--- src/rtl/arbitro_pkg.sv ---
// Shared types and LFSR helpers for the two-player round referee.
package arbitro_pkg;

  typedef enum logic [2:0] {IDLE, ARMED, GO, RESULT, COOLDOWN} state_t;
  typedef enum logic [1:0] {NONE, P1, P2} winner_t;

  // Galois form of x^16 + x^14 + x^13 + x^11 + 1, right-shifting.
  localparam logic [15:0] LFSR_TAPS = 16'hB400;

  function automatic logic [15:0] lfsr_next(input logic [15:0] v);
    return {1'b0, v[15:1]} ^ (v[0] ? LFSR_TAPS : 16'h0000);
  endfunction

endpackage

--- src/rtl/sync_borda.sv ---
// Two-flop synchronizer plus rising-edge detector for one raw button.
module sync_borda (
  input  logic clock,
  input  logic reset,
  input  logic din,
  output logic pulse
);

  logic s1, s2, s3;

  always_ff @(posedge clock) begin
    if (reset) begin
      s1 <= 1'b0;
      s2 <= 1'b0;
      s3 <= 1'b0;
    end else begin
      s1 <= din;
      s2 <= s1;
      s3 <= s2;
    end
  end

  // Event is visible to the consumer on the third clock edge after the raw press.
  assign pulse = s2 & ~s3;

endmodule

--- src/rtl/arbitro_rodada.sv ---
// Round referee: random arming delay, GO window, winner/false-start pulses.
// Optional build macro ARBITRO_TIE_ALT_EN: GO-state ties award the point alternately.
module arbitro_rodada
  import arbitro_pkg::*;
#(
  parameter int unsigned DELAY_MIN        = 1000,
  parameter int unsigned DELAY_RANGE_BITS = 10,
  parameter int unsigned TIMEOUT_CYCLES   = 50000,
  parameter int unsigned COOLDOWN_CYCLES  = 500,
  parameter logic [15:0] LFSR_SEED        = 16'hACE1
) (
  input  logic clock,
  input  logic reset,
  input  logic start,
  input  logic b1,
  input  logic b2,
  input  logic hold,
  output logic go_led,
  output logic p1vic,
  output logic p2vic,
  output logic falta,
  output logic busy
);

  localparam int unsigned DELAY_MAX = DELAY_MIN + (32'(1) << DELAY_RANGE_BITS) - 1;
  localparam int unsigned MAX_A     = (DELAY_MAX > TIMEOUT_CYCLES) ? DELAY_MAX : TIMEOUT_CYCLES;
  localparam int unsigned CNT_MAX   = (MAX_A > COOLDOWN_CYCLES) ? MAX_A : COOLDOWN_CYCLES;
  localparam int unsigned CW        = $clog2(CNT_MAX + 1);

  logic          ev_start, ev_b1, ev_b2;
  state_t        state;
  logic [CW-1:0] cnt;
  logic [15:0]   lfsr;
`ifdef ARBITRO_TIE_ALT_EN
  winner_t       tie_winner;
`endif

  sync_borda u_sync_start (.clock(clock), .reset(reset), .din(start), .pulse(ev_start));
  sync_borda u_sync_b1    (.clock(clock), .reset(reset), .din(b1),    .pulse(ev_b1));
  sync_borda u_sync_b2    (.clock(clock), .reset(reset), .din(b2),    .pulse(ev_b2));

  // ARMED lasts exactly the loaded count: it leaves in the cycle the counter reaches 0.
  always_ff @(posedge clock) begin
    if (reset) begin
      state  <= IDLE;
      cnt    <= '0;
      lfsr   <= LFSR_SEED;
      go_led <= 1'b0;
      p1vic  <= 1'b0;
      p2vic  <= 1'b0;
      falta  <= 1'b0;
      busy   <= 1'b0;
`ifdef ARBITRO_TIE_ALT_EN
      tie_winner <= P1;
`endif
    end else begin
      lfsr  <= lfsr_next(lfsr);
      p1vic <= 1'b0;
      p2vic <= 1'b0;
      falta <= 1'b0;
      case (state)
        IDLE: begin
          if (ev_start && !hold) begin
            state <= ARMED;
            busy  <= 1'b1;
            cnt   <= CW'(DELAY_MIN) + CW'(lfsr[DELAY_RANGE_BITS-1:0]);
          end
        end
        ARMED: begin
          cnt <= cnt - CW'(1);
          if (ev_b1 && ev_b2) begin
            state <= COOLDOWN;
            cnt   <= CW'(COOLDOWN_CYCLES - 1);
          end else if (ev_b1) begin
            state <= RESULT;
            p2vic <= 1'b1;
            falta <= 1'b1;
          end else if (ev_b2) begin
            state <= RESULT;
            p1vic <= 1'b1;
            falta <= 1'b1;
          end else if (cnt <= CW'(1)) begin
            state  <= GO;
            go_led <= 1'b1;
            cnt    <= CW'(TIMEOUT_CYCLES - 1);
          end
        end
        GO: begin
          if (ev_b1 && ev_b2) begin
            go_led <= 1'b0;
`ifdef ARBITRO_TIE_ALT_EN
            state <= RESULT;
            if (tie_winner == P2) p2vic <= 1'b1;
            else                  p1vic <= 1'b1;
            tie_winner <= (tie_winner == P2) ? P1 : P2;
`else
            state <= COOLDOWN;
            cnt   <= CW'(COOLDOWN_CYCLES - 1);
`endif
          end else if (ev_b1) begin
            state  <= RESULT;
            go_led <= 1'b0;
            p1vic  <= 1'b1;
          end else if (ev_b2) begin
            state  <= RESULT;
            go_led <= 1'b0;
            p2vic  <= 1'b1;
          end else if (cnt == '0) begin
            state  <= COOLDOWN;
            go_led <= 1'b0;
            cnt    <= CW'(COOLDOWN_CYCLES - 1);
          end else begin
            cnt <= cnt - CW'(1);
          end
        end
        RESULT: begin
          state <= COOLDOWN;
          cnt   <= CW'(COOLDOWN_CYCLES - 1);
        end
        COOLDOWN: begin
          if (cnt == '0) begin
            state <= IDLE;
            busy  <= 1'b0;
          end else begin
            cnt <= cnt - CW'(1);
          end
        end
        default: begin
          state  <= IDLE;
          busy   <= 1'b0;
          go_led <= 1'b0;
        end
      endcase
    end
  end

endmodule
--- config.mk ---
export PLATFORM = sky130hd
export DESIGN_NAME = arbitro_rodada
export DESIGN_NICKNAME = d
export VERILOG_FILES = /design/src/rtl/arbitro_pkg.sv /design/src/rtl/sync_borda.sv /design/src/rtl/arbitro_rodada.sv
export SDC_FILE = /design/constraint.sdc
export NUM_CORES = 1
export LEC_CHECK = 0
export BUFFER_PORTS_ARGS = -buffer_cell sky130_fd_sc_hd__buf_2
export CORE_MARGIN = 1
export CORE_UTILIZATION = 55
export DETAILED_ROUTE_END_ITERATION = 12
export PLACE_DENSITY = 0.73
export SETUP_SLACK_MARGIN = 0.5
export SYNTH_ARGS = -nofsm -noshare
export SYNTH_HDL_FRONTEND = slang
export SYNTH_SLANG_ARGS = --single-unit
--- constraint.sdc ---
create_clock -name clock -period 5.4 [get_ports clock]
set_clock_uncertainty 0.2 [all_clocks]
set_input_delay 0.27 -clock clock [delete_from_list [all_inputs] [get_ports clock]]
set_output_delay 0.27 -clock clock [all_outputs]
set_load 0.02 [all_outputs]
==> results_dict.tcl <==
set metrics [dict create \
    status "completed" \
    yosys_warnings 0 \
    hold_buffers 3 \
    critPathArrivalTime_ns 2.75 \
    cts_resized 0 \
    end_kind "register" \
    num_antenna_cells 0 \
    top_regs "cnt x16, lfsr x16, state x3" \
    rsz0062_at_grt "false" \
    synth_common_cells "dfxtp_1, nand2_1, nor2_1" \
    max-slew-margin-rel_pct 42.1 \
    drv_cap 0 \
    synth_fp_nets 320 \
    cp_slowest_stage_delay_ns 0.62 \
    wl_um 5650 \
    drtAntennaViolNets 0 \
    synth_top_area_cell "dfxtp_1" \
    synth-edff-count 0 \
    setup_viol 0 \
    grt_pass1_vias 1921 \
    crit_top_cell "o21ai_0" \
    drt_first_pass_iters 7 \
    place_congestion 0.904 \
    powerDensity_mw_per_mm2 335 \
    hold_viol 0 \
    syn_avg_cell_area_um2 8.60 \
    synth.most_common_cell "dfxtp_1" \
    die_w_um 71.2 \
    netlist_instances 306 \
    cp.required_ns 5.43 \
    cts_sinks 49 \
    vdd_ir_drop_max_mv 0.232 \
    drive_gt1_share_pct 12.8 \
    synth.distinct_cells 62 \
    design.core.area_mm2 0.00447 \
    grt_max_degree 53 \
    worstPathMaxFanout 18 \
    die_area_mm2 0.00506 \
    cts_tree "done" \
    area_growth_pct 6.04 \
    clockBufferDepth 2 \
    drt_iter0_drc 299 \
    die_y_um 71.2 \
    worstSkewPairLatency_ns 0.30 \
    fin_crit_sh_pct 50.4 \
    initial_core_util_pct 58.8 \
    cp_cell_sequence "nor4b_2 > o21ai_0 > o21ai_0 > and2_1 > o21ai_0 > o31ai_2" \
    vias 2251 \
    ios 11 \
    route.detailed.drc 0 \
    antenna_found_initial 0 \
    grt_pass1_wl_um 9490 \
    cp_top_family "simple AND/OR/NAND/NOR gates" \
    syn_area_mm2 0.00263 \
    vias_per_cell 6.18 \
    max_freq_mhz 367 \
    yosysSeqAreaShare_pct 37.3 \
    cts-root-buf "clkbuf_8" \
    final_max_slew_viol_count 0 \
    layout_min_cycle_time_ns 2.72 \
    final_area_mm2 0.00279 \
    tightest_slew_ns 0.862 \
    grt_overflow 0 \
    grt_util_all_layers_pct 24.2 \
    critPathBufInv 0 \
    row_count 24 \
    cts_made_buffers 5 \
    tns_ns 0 \
    slowest_stage "and2_1" \
    async_reset_ff_share_pct 0 \
    synth_ff_type "dfxtp_1" \
    p_leak_nw 1.07 \
    htree_levels 2 \
    cp-start-kind "register" \
    portBuffers 10 \
    hold_path.class "in2reg" \
    cts.clk_slew.worst_paths_ns 0.09 \
    yosysTopAreaCellShare_pct 37.3 \
    placed_cell_area_mm2 0.00266 \
    post-dp-hpwl_um 3990 \
    ys_top_cells_by_area "dfxtp_1, nor2b_1, a21oi_1" \
    nFillCells 381 \
    critPathKind "reg2reg" \
    fin_nets 325 \
    ys_seq_elements 49 \
    cts_setup_buffers 0 \
    wl_per_cell_um 15.5 \
]
## placed cells by master (no fill, tap or decap), drive strengths merged, types with 3 or more instances in the layout
cell / synthesis / layout
a211oi: 3 / 3
a21oi: 23 / 23
a22oi: 6 / 6
a31oi: 5 / 5
and2: 4 / 4
and3: 3 / 3
buf: 7 / 10
clkbuf: 8 / 6
dfxtp: 49 / 49
dlygate4sd3: 0 / 3
ha: 8 / 8
inv: 9 / 10
nand2: 23 / 23
nand2b: 6 / 6
nand3: 7 / 7
nand4: 8 / 8
nor2: 25 / 25
nor2b: 19 / 19
nor3: 15 / 15
nor4: 4 / 4
nor4b: 3 / 3
o21a: 3 / 3
o21ai: 12 / 12
o221ai: 3 / 3
or2: 6 / 6
or3: 4 / 4
xnor2: 6 / 6
xor2: 6 / 6
## worst register-to-register path, delay by kind of cell, from the launching register on
family | cells | cell delay, ns
simple gates | 2 | 1.15
flops | 1 | 0.51
compound gates | 4 | 0.79
## metrics by stage
stage	worst slack, ns	hold slack, ns	cells	total power, mW	utilization (%)
detailed placement	2.71	0.193	353	0.700	59.5
finish	2.68	0.147	364	0.936	62.4
CTS	2.69	0.140	364	0.934	62.4
global placement	2.82	0.190	353	0.699	59.5
global route	2.39	0.187	364	0.991	62.4
floorplan	3.28	0.189	306	0.648	-
## power breakdown
part	internal, mW	leakage [nW]	switching, mW	total, mW
registers	0.385	0.402	0.0328	0.418
logic	0.110	0.616	0.173	0.282
clock network	0.107	0.0518	0.129	0.236
total	0.601	1.07	0.335	0.936
## area by class of cell
type                            instances  area (µm²)  area share (%)
Sequential cell                        49         981            35.2
Timing Repair Buffer                   13        80.1            2.87
Clock inverter                          2        17.5           0.628
Inverter                                9        33.8            1.21
Clock buffer                            6        82.6            2.96
Tap cell                               52        65.1            2.33
Multi-Input combinational cell        233        1530            54.8
## per-layer routing
| metal | share of wire (%) | global-route usage, % | wire length [µm] | up-vias |
|---|---|---|---|---|
| met3 | 6.7 | 3.99 | 379 | 10 |
| met4 | 1.7 | 9.11 | 98 | 0 |
| met5 | 0 | 0 | 0 | - |
| met2 | 42 | 33.0 | 2400 | 89 |
| met1 | 49 | 37.5 | 2780 | 1033 |
| li1 | - | - | - | 1119 |
## worst paths after layout
kind                         startpoint                  end  slack (ns)  cells after the start
setup / recovery  state[2]$_SDFFE_PP0P_  cnt[8]$_SDFFE_PP0P_        2.68                      6
hold / removal                     hold    busy$_SDFFE_PP0P_        0.15                      4
setup reg to reg  state[2]$_SDFFE_PP0P_  cnt[8]$_SDFFE_PP0P_        2.68                      6
hold reg to reg     lfsr[12]$_SDFF_PP0_  lfsr[11]$_SDFF_PP1_        0.21                      1
## cells by family after synthesis
logic type	share of synthesized area, %
simple gates	29.6
compound gates	20.4
flops	37.3
buf+inv	4.56
xor+xnor	3.99
fa+ha+maj	3.80
mux	0.380
No activity file was read; power rests on OpenSTA's default activity.
